<file path="src/rtl/alu_cmd_issuer_if.sv">
// Command / ALU / response bundle for alu_cmd_issuer.
// master = the issuer, slave = producer, ALU and consumer side.
interface alu_cmd_issuer_if #(
  parameter int DEPTH = 4
);
  logic                         cmd_valid;
  logic                         cmd_ready;
  logic [31:0]                  cmd_a;
  logic [31:0]                  cmd_b;
  logic                         cmd_sv;
  logic                         cmd_op_prefix;
  logic [7:0]                   cmd_op;

  logic                         alu_start;
  logic [31:0]                  alu_a;
  logic [31:0]                  alu_b;
  logic                         alu_sv;
  logic                         alu_op_prefix;
  logic [7:0]                   alu_op;
  logic                         alu_done;
  logic [63:0]                  alu_result;
  logic [7:0]                   alu_err;
  logic                         alu_gp;

  logic                         rsp_valid;
  logic                         rsp_ready;
  logic [63:0]                  rsp_result;
  logic [7:0]                   rsp_err;
  logic                         rsp_gp;
  logic [7:0]                   rsp_op;

  logic [$clog2(DEPTH+1)-1:0]   count;
  logic                         busy;

  modport master (
    input  cmd_valid, cmd_a, cmd_b, cmd_sv, cmd_op_prefix, cmd_op,
    output cmd_ready,
    output alu_start, alu_a, alu_b, alu_sv, alu_op_prefix, alu_op,
    input  alu_done, alu_result, alu_err, alu_gp,
    output rsp_valid, rsp_result, rsp_err, rsp_gp, rsp_op,
    input  rsp_ready,
    output count, busy
  );

  modport slave (
    output cmd_valid, cmd_a, cmd_b, cmd_sv, cmd_op_prefix, cmd_op,
    input  cmd_ready,
    input  alu_start, alu_a, alu_b, alu_sv, alu_op_prefix, alu_op,
    output alu_done, alu_result, alu_err, alu_gp,
    input  rsp_valid, rsp_result, rsp_err, rsp_gp, rsp_op,
    output rsp_ready,
    input  count, busy
  );
endinterface

</file>
<file path="src/rtl/alu_cmd_issuer.sv">
// Command FIFO + one-at-a-time ALU start/done driver with in-order response stream.
// Optional issue watchdog enabled by defining ALU_ISSUE_TIMEOUT_EN.
module alu_cmd_issuer #(
  parameter int DEPTH          = 4,
  parameter int MAX_OP         = 10,
  parameter int TIMEOUT_CYCLES = 64
) (
  input  logic             clk,
  input  logic             reset,
  alu_cmd_issuer_if.master bus
);
  localparam int CW = $clog2(DEPTH + 1);
  localparam int PW = $clog2(DEPTH);

  typedef struct packed {
    logic [31:0] a;
    logic [31:0] b;
    logic        sv;
    logic        op_prefix;
    logic [7:0]  op;
  } cmd_t;

  typedef enum logic [1:0] {IDLE, ISSUE, RESP} state_t;

  state_t          state;
  cmd_t            mem [DEPTH];
  cmd_t            head;
  logic [PW-1:0]   wr_ptr;
  logic [PW-1:0]   rd_ptr;
  logic [CW-1:0]   count_q;
  logic            push;
  logic            pop;

  assign head          = mem[rd_ptr];
  assign bus.cmd_ready = (count_q != CW'(DEPTH));
  assign push          = bus.cmd_valid && bus.cmd_ready;
  assign pop           = (state == IDLE) && (count_q != '0);
  assign bus.count     = count_q;
  assign bus.busy      = (state != IDLE) || (count_q != '0);

  // Illegal parameter combinations leave this hook empty; nothing is generated.
  if (DEPTH < 2 || TIMEOUT_CYCLES < 1) begin : g_param_hook
  end

  always_ff @(posedge clk) begin
    if (push)
      mem[wr_ptr] <= '{a: bus.cmd_a, b: bus.cmd_b, sv: bus.cmd_sv,
                       op_prefix: bus.cmd_op_prefix, op: bus.cmd_op};
  end

  always_ff @(posedge clk) begin
    if (reset) begin
      wr_ptr  <= '0;
      rd_ptr  <= '0;
      count_q <= '0;
    end else begin
      if (push) wr_ptr <= wr_ptr + 1'b1;
      if (pop)  rd_ptr <= rd_ptr + 1'b1;
      case ({push, pop})
        2'b10:   count_q <= count_q + 1'b1;
        2'b01:   count_q <= count_q - 1'b1;
        default: count_q <= count_q;
      endcase
    end
  end

`ifdef ALU_ISSUE_TIMEOUT_EN
  localparam int TW = $clog2(TIMEOUT_CYCLES + 1);
  logic [TW-1:0] tcnt;
`endif

  always_ff @(posedge clk) begin
    if (reset) begin
      state             <= IDLE;
      bus.alu_start     <= 1'b0;
      bus.alu_a         <= '0;
      bus.alu_b         <= '0;
      bus.alu_sv        <= 1'b0;
      bus.alu_op_prefix <= 1'b0;
      bus.alu_op        <= '0;
      bus.rsp_valid     <= 1'b0;
      bus.rsp_result    <= '0;
      bus.rsp_err       <= '0;
      bus.rsp_gp        <= 1'b0;
      bus.rsp_op        <= '0;
`ifdef ALU_ISSUE_TIMEOUT_EN
      tcnt              <= '0;
`endif
    end else begin
      case (state)
        IDLE: begin
          bus.alu_start <= 1'b0;
          if (pop) begin
            if (head.op <= 8'(MAX_OP)) begin
              bus.alu_a         <= head.a;
              bus.alu_b         <= head.b;
              bus.alu_sv        <= head.sv;
              bus.alu_op_prefix <= head.op_prefix;
              bus.alu_op        <= head.op;
              bus.alu_start     <= 1'b1;
              state             <= ISSUE;
`ifdef ALU_ISSUE_TIMEOUT_EN
              tcnt              <= '0;
`endif
            end else begin
              // Rejected locally: answer without touching the ALU.
              bus.rsp_result <= '0;
              bus.rsp_err    <= 8'hFE;
              bus.rsp_gp     <= 1'b0;
              bus.rsp_op     <= head.op;
              bus.rsp_valid  <= 1'b1;
              state          <= RESP;
            end
          end
        end
        ISSUE: begin
          if (bus.alu_done) begin
            bus.rsp_result <= bus.alu_result;
            bus.rsp_err    <= bus.alu_err;
            bus.rsp_gp     <= bus.alu_gp;
            bus.rsp_op     <= bus.alu_op;
            bus.rsp_valid  <= 1'b1;
            bus.alu_start  <= 1'b0;
            state          <= RESP;
          end
`ifdef ALU_ISSUE_TIMEOUT_EN
          else if (tcnt == TW'(TIMEOUT_CYCLES - 1)) begin
            bus.rsp_result <= '0;
            bus.rsp_err    <= 8'hFD;
            bus.rsp_gp     <= 1'b0;
            bus.rsp_op     <= bus.alu_op;
            bus.rsp_valid  <= 1'b1;
            bus.alu_start  <= 1'b0;
            state          <= RESP;
          end else begin
            tcnt <= tcnt + 1'b1;
          end
`endif
        end
        RESP: begin
          bus.alu_start <= 1'b0;
          if (bus.rsp_ready) begin
            bus.rsp_valid <= 1'b0;
            state         <= IDLE;
          end
        end
        default: state <= IDLE;
      endcase
    end
  end
endmodule

</file>
<file path="src/flat_wrapper.sv">
// flat-port wrapper written by rule: the top's interface ports become plain ports
module alu_cmd_issuer_flat 
#(
  parameter int DEPTH          = 4,
  parameter int MAX_OP         = 10,
  parameter int TIMEOUT_CYCLES = 64
)
  (clk, reset, bus_cmd_valid, bus_cmd_a, bus_cmd_b, bus_cmd_sv, bus_cmd_op_prefix, bus_cmd_op, bus_cmd_ready, bus_alu_start, bus_alu_a, bus_alu_b, bus_alu_sv, bus_alu_op_prefix, bus_alu_op, bus_alu_done, bus_alu_result, bus_alu_err, bus_alu_gp, bus_rsp_valid, bus_rsp_result, bus_rsp_err, bus_rsp_gp, bus_rsp_op, bus_rsp_ready, bus_count, bus_busy);
  alu_cmd_issuer_if #(.DEPTH(DEPTH)) bus_i ();
  input  logic clk;
  input  logic reset;
  input wire logic [$bits(bus_i.cmd_valid)-1:0] bus_cmd_valid;
  input wire logic [$bits(bus_i.cmd_a)-1:0] bus_cmd_a;
  input wire logic [$bits(bus_i.cmd_b)-1:0] bus_cmd_b;
  input wire logic [$bits(bus_i.cmd_sv)-1:0] bus_cmd_sv;
  input wire logic [$bits(bus_i.cmd_op_prefix)-1:0] bus_cmd_op_prefix;
  input wire logic [$bits(bus_i.cmd_op)-1:0] bus_cmd_op;
  output wire logic [$bits(bus_i.cmd_ready)-1:0] bus_cmd_ready;
  output wire logic [$bits(bus_i.alu_start)-1:0] bus_alu_start;
  output wire logic [$bits(bus_i.alu_a)-1:0] bus_alu_a;
  output wire logic [$bits(bus_i.alu_b)-1:0] bus_alu_b;
  output wire logic [$bits(bus_i.alu_sv)-1:0] bus_alu_sv;
  output wire logic [$bits(bus_i.alu_op_prefix)-1:0] bus_alu_op_prefix;
  output wire logic [$bits(bus_i.alu_op)-1:0] bus_alu_op;
  input wire logic [$bits(bus_i.alu_done)-1:0] bus_alu_done;
  input wire logic [$bits(bus_i.alu_result)-1:0] bus_alu_result;
  input wire logic [$bits(bus_i.alu_err)-1:0] bus_alu_err;
  input wire logic [$bits(bus_i.alu_gp)-1:0] bus_alu_gp;
  output wire logic [$bits(bus_i.rsp_valid)-1:0] bus_rsp_valid;
  output wire logic [$bits(bus_i.rsp_result)-1:0] bus_rsp_result;
  output wire logic [$bits(bus_i.rsp_err)-1:0] bus_rsp_err;
  output wire logic [$bits(bus_i.rsp_gp)-1:0] bus_rsp_gp;
  output wire logic [$bits(bus_i.rsp_op)-1:0] bus_rsp_op;
  input wire logic [$bits(bus_i.rsp_ready)-1:0] bus_rsp_ready;
  output wire logic [$bits(bus_i.count)-1:0] bus_count;
  output wire logic [$bits(bus_i.busy)-1:0] bus_busy;
  assign bus_i.cmd_valid = bus_cmd_valid;
  assign bus_i.cmd_a = bus_cmd_a;
  assign bus_i.cmd_b = bus_cmd_b;
  assign bus_i.cmd_sv = bus_cmd_sv;
  assign bus_i.cmd_op_prefix = bus_cmd_op_prefix;
  assign bus_i.cmd_op = bus_cmd_op;
  assign bus_cmd_ready = bus_i.cmd_ready;
  assign bus_alu_start = bus_i.alu_start;
  assign bus_alu_a = bus_i.alu_a;
  assign bus_alu_b = bus_i.alu_b;
  assign bus_alu_sv = bus_i.alu_sv;
  assign bus_alu_op_prefix = bus_i.alu_op_prefix;
  assign bus_alu_op = bus_i.alu_op;
  assign bus_i.alu_done = bus_alu_done;
  assign bus_i.alu_result = bus_alu_result;
  assign bus_i.alu_err = bus_alu_err;
  assign bus_i.alu_gp = bus_alu_gp;
  assign bus_rsp_valid = bus_i.rsp_valid;
  assign bus_rsp_result = bus_i.rsp_result;
  assign bus_rsp_err = bus_i.rsp_err;
  assign bus_rsp_gp = bus_i.rsp_gp;
  assign bus_rsp_op = bus_i.rsp_op;
  assign bus_i.rsp_ready = bus_rsp_ready;
  assign bus_count = bus_i.count;
  assign bus_busy = bus_i.busy;
  alu_cmd_issuer #(.DEPTH(DEPTH), .MAX_OP(MAX_OP), .TIMEOUT_CYCLES(TIMEOUT_CYCLES)) u_core (.clk(clk), .reset(reset), .bus(bus_i));
endmodule
</file>
<file path="config.mk">
export PLATFORM = sky130hd
export DESIGN_NAME = alu_cmd_issuer_flat
export DESIGN_NICKNAME = d
export VERILOG_FILES = /design/src/rtl/alu_cmd_issuer_if.sv /design/src/rtl/alu_cmd_issuer.sv /design/src/flat_wrapper.sv
export SDC_FILE = /design/constraint.sdc
export NUM_CORES = 1
export LEC_CHECK = 0
export ABC_AREA = 1
export BUFFER_PORTS_ARGS = -buffer_cell sky130_fd_sc_hd__buf_2
export CAP_MARGIN = 20
export CORE_MARGIN = 2
export CORE_UTILIZATION = 60
export CTS_BUF_LIST = sky130_fd_sc_hd__clkbuf_8
export DETAILED_ROUTE_END_ITERATION = 12
export GPL_TIMING_DRIVEN = 0
export PLACE_DENSITY = 0.95
export SLEW_MARGIN = 40
export SYNTH_ARGS = -nofsm -noshare
export SYNTH_HDL_FRONTEND = slang
export SYNTH_SLANG_ARGS = --single-unit
export TNS_END_PERCENT = 100
</file>
<file path="constraint.sdc">
create_clock -name clk -period 8.3 [get_ports clk]
set_clock_uncertainty 0.15 [all_clocks]
set_input_delay 0.83 -clock clk [delete_from_list [all_inputs] [get_ports clk]]
set_output_delay 0.83 -clock clk [all_outputs]
set_load 0.01 [all_outputs]
</file>
== Word level (Yosys, flattened, before mapping) ==
Memories as Yosys holds them, arrays and structs flattened. A register that Yosys moved wholly into a read port is not among the register bits.
Cells that the tools add are included.

* Register bits: 166
* Memory bits (writable): 296
* Memories kept: 1

{| class="wikitable"
|+ Memories
! memory !! words !! width !! read ports !! clocked after Yosys merged registers in !! write ports !! line !! source
|-
| u_core.mem || 4 || 74 || 1 || 1 || 1 || alu_cmd_issuer.sv:26 || <nowiki>cmd_t mem [DEPTH];</nowiki>
|}

* Reduce and logical (&&, ||, !) cells: 14
* $add $sub $neg: 4
* Multiplexer cells: 35
* $lt $le $gt $ge: 1
* Equality and inequality tests: 9

{| class="wikitable"
|+ Operators by type and width
! operator !! count
|-
| $mux W64 || 3
|-
| $pmux W64 S2 || 1
|-
| $mux W8 || 6
|-
| $pmux W8 S2 || 2
|-
| $mux W1 || 12
|-
| $mux W2 || 6
|-
| $le A8 B4 Y1 const B || 1
|-
| $ne A2 B2 Y1 const B || 3
|-
| $pmux W1 S3 || 2
|-
| $pmux W2 S3 || 1
|-
| $pmux W3 S2 || 1
|-
| $reduce_and A3 Y1 || 2
|-
| $reduce_bool A2 Y1 || 3
|-
| $reduce_bool A3 Y1 || 2
|-
| $reduce_and A5 Y1 || 1
|-
| $add A2 B1 Y2 const B || 2
|-
| $eq A2 B1 Y1 const B || 2
|-
| $eq A2 B2 Y1 const B || 2
|-
| $reduce_and A4 Y1 || 1
|-
| $add A3 B1 Y3 const B || 1
|-
| $ne A3 B3 Y1 const B || 1
|-
| $sub A3 B1 Y3 const B || 1
|-
| $logic_and A1 B1 Y1 || 2
|-
| $logic_not A2 Y1 || 1
|-
| 4 further kinds || 4
|}

== Logic depth before layout (Yosys ltp) ==
* Word-level depth: 4
* Gate-level depth with buffers: 15
* Mapped depth without buffers: 12

== Worst setup path before layout ==
Ideal clock, no wire load.

* Path type: input to register
* Start point: input bus_cmd_valid
* End point: memory u_core.mem[0][0] in the netlist's numbering, enable pin
* Cell stages on the path: 2
* Setup time: 0.507 ns
* Slack: 3.548 ns
* Required time: 7.643 ns
* Data arrival time: 4.095 ns
* Path through: nand2_1 nor2_1

* Cells in the longest elaborated chain, start to end: 3

{| class="wikitable"
|+ Ends and longest elaborated chain
! element !! line !! source
|-
| start, declared || flat_wrapper.sv:12 || <nowiki>input wire logic [$bits(bus_i.cmd_valid)-1:0] bus_cmd_valid;</nowiki>
|-
| $logic_and A1 B1 Y1 || alu_cmd_issuer.sv:36 || <nowiki>assign push = bus.cmd_valid && bus.cmd_ready;</nowiki>
|-
| $mux W1 || alu_cmd_issuer.sv:46 || <nowiki>if (push)</nowiki>
|-
| $mux W1 (implied by the code) || alu_cmd_issuer.sv:47 || <nowiki>mem[wr_ptr] <= '{a: bus.cmd_a, b: bus.cmd_b, sv: bus.cmd_sv,</nowiki>
|-
| end, declared || alu_cmd_issuer.sv:26 ||
|}

No other way between the ends.

==> results.txt <==
The flow ran to the end, and the final reports show no timing, DRC or antenna violations. Measured along the x axis, the die boundary spans 177 µm. CTS saw 464 sinks. The weighted congestion reported at the end of routability-driven placement was 0.912. The routed layout has 15,400 vias. Clock tree synthesis selected as its root buffer the cell clkbuf_8. The logs give 1,763 for the cell count after synthesis and 8 for the number of antenna violations at the first check in global routing. 314 I/O pins were placed. Of the available clock period, the critical path in the final layout requires 35.4%. The clock tree synthesis step divided the H-tree into 3 levels. In this run the deepest clock path goes through 3 buffers.

Timing would allow up to 341 MHz. Port buffering added 313 buffers. The global-route total usage across every layer is 35.0%.

After Yosys synthesis, full adders, half adders and majority gates account for 0.741% of the synthesized area. Counting every net in the synthesized netlist gives 1,925. Detailed-route DRC error count: 0.

The library cells used most frequently in the layout, excluding fill and tap cells, are nand2_1, buf_2, edfxtp_1. Summing the areas of all and, or, nand and nor instances in the mapped netlist gives 15.8% of the synthesized area. Mux contribution to synthesized area: 0%. In this run the power density over the cells is 354 mW/mm².

The run gives 246 µV as the peak supply drop. The worst-skew pair later-pin latency is 0.61 ns. The setup TNS after final layout was 0 ns; the fraction of synthesized cell area in xor and xnor cells was 0%. The vertical die dimension works out to 177 µm. The tools report the die outline area as 0.0312 mm².

The post-synthesis cell area is 0.0179 mm², and the starting density of the core is 60.8%. Counting flops and latches in the post-synthesis netlist gives 464. The via count of the first global-routing pass is 15,300.

The critical path capture point type was a flip-flop. Number of nets in the layout: 2,331. The design draws 7.69 mW. The tool flagged a number of max-cap violations equal to 0. The worst-path maximum fanout was 10; the remaining global-route overflow was 0. The area growth from synthesis to layout was 21.3%.

The largest family of logic cells by synthesized area was simple AND/OR/NAND/NOR gates. Dividing the detail-routed wire length by the instance count gives 21.2 µm. The count of cells in the finished layout, fillers not included, comes to 2,621. The total CTS buffers was 70. The worst endpoint required time is 8.68 ns. The routed via count divided by cell count is 5.87, and the final worst-path setup slack is 5.37 ns. The pin slew with the least headroom to its limit came out at 0.681 ns. For the number of endpoints with negative hold slack in the final report, the log shows 0. The global-route track usage on met1 was 39.0%.

Summing the areas of all compound-gate instances in the mapped netlist gives 10.1% of the synthesized area. The class of the worst hold path is in2reg. The sequential element share of the synthesized area is 68.4%, and the global-route met2 utilization is 60.9%. The placeable core region is 0.0295 mm². TritonCTS built the clock tree. The arrival time at the worst endpoint was 3.31 ns. In this run the core area contains 63 standard-cell rows. After detailed routing, the total wire length is 55.7 mm. Setup repair after global routing left no endpoint under its margin.

In this run, post-CTS hold repair placed 0 buffers. The HPWL after detailed placement is 36.1 mm. The critical path is of the reg2reg type.

Yosys mapped the design onto 19 distinct sky130hd cell types. The final count of negative-setup-slack endpoints is 0, and the register clock-pin slew on the reported worst setup and hold paths is 0.09 ns. The pre-CTS worst setup slack came out at 5.42 ns. Yosys printed 0 warnings. The first detailed-routing pass took 9 iterations. The fraction of layout instances using a drive strength above 1 is 21.5%. Final count of pins violating max slew: 0.

For the max-slew headroom at the worst pin, the log shows 54.6%. The library cell used most frequently in the layout, excluding fill and tap cells, is nand2_1. The worst setup path is launched from a flip-flop. For the first-pass GRT wire length, the log shows 83.2 mm. The global routing stage identified its most utilized layer as met2. The placed instance count was 2,486.

In this run the static leakage power is 9.08 nW. A synthesized cell averages 10.2 µm². In this run the post-CTS setup repair buffer count came out at 0.

The first routing iteration left 1,949 violations. The logs give 0 for the final antenna-violating net count and 0 for the quantity of gates resized following cts. The global-route track usage on met3 came out at 10.2%. Entering global routing, the biggest net connects 19 pins. Hold is met by 0.265 ns. Counting I/O delays and the setup requirement, the final critical path takes 2.93 ns.
==> cells by family (layout without fill, tap and decap cells) <==
logic type,after synthesis,after routing
other cells,0,5
compound gates,344,344
buf+inv,215,678
flops,464,464
fa+ha+maj,10,10
simple gates,730,730
==> metrics by stage <==
| stage | area, µm² | utilization [%] |
|---|---|---|
| after global placement | 20000 | 67.7 |
| after CTS | 21700 | 73.6 |
| after global routing | 21700 | 73.7 |
| after floorplan | 17900 | - |
| after detailed placement | 20400 | 69.1 |
| final | 21700 | 73.7 |
==> per-layer routing <==
layer	share of wire [%]	wire, µm
met5	0.12	68
met4	5.4	3010
met3	13	7100
met2	49	27300
met1	33	18200
==> critical path, stage by stage (launching register included) <==
cell and delay, ns:
dfxtp_1 0.41, inv_2 0.13, buf_2 0.32, o21ai_0 0.14, o22ai_1 0.37, nand2_1 0.16
nand3_1 0.21, buf_4 0.29, buf_2 0.30, nand2_1 0.12, a21oi_1 0.26
==> layout make-up <==
cell class	count	area, µm²
Buffer	117	524
Clock buffer	75	1030
Sequential cell	464	12300
Antenna cell	5	12.5
Clock inverter	54	294
Timing Repair Buffer	334	1970
Multi-Input combinational cell	1084	4800
Fill cell	1839	7750
Tap cell	390	488
Inverter	98	368
==> Yosys cell counts <==
cell type | number | share of area, %
a21oi_1 | 127 | 3.5
a31oi_1 | 2 | 0.070
buf_1 | 8 | 0.17
buf_2 | 26 | 0.73
buf_4 | 14 | 0.59
clkbuf_1 | 69 | 1.4
dfxtp_1 | 168 | 19
edfxtp_1 | 296 | 50
fa_1 | 1 | 0.11
ha_1 | 9 | 0.63
inv_1 | 94 | 2.0
inv_2 | 4 | 0.084
nand2_1 | 385 | 8.1
nand3_1 | 65 | 1.8
nor2_1 | 278 | 5.8
nor2_2 | 1 | 0.035
nor3_1 | 1 | 0.028
o21ai_0 | 148 | 4.1
o22ai_1 | 67 | 2.3
==> registers in the layout (all words and copies together) (netlist names), 3 cells and up, named ones only <==
register and count:
u_core.bus.rsp_op 8, u_core.mem 296, u_core.bus.alu_op 8, u_core.bus.alu_a 32, u_core.bus.count 3, u_core.bus.rsp_result 64
u_core.bus.rsp_err 8, u_core.bus.alu_b 32
==> power breakdown <==
| group | leakage (nW) | internal, mW | switching (mW) |
|---|---|---|---|
| sequential | 4.09 | 2.86 | 0.176 |
| clock | 0.769 | 0.861 | 0.931 |
| combinational | 4.22 | 0.944 | 1.92 |
| total | 9.08 | 4.66 | 3.03 |
==> worst paths after layout <==
kind                                        from             endpoint  slack (ns)  cells after the start
worst max-delay path                   flip-flop  u_core.bus.alu_b[4]        5.37                     10
worst min-delay path               bus_cmd_a[26]    u_core.mem[0][68]        0.26                      1
worst max register to register         flip-flop  u_core.bus.alu_b[4]        5.37                     10
worst min register to register  u_core.rd_ptr[1]            flip-flop        0.29                      2
Note: power is estimated with default switching activity, not from simulation.
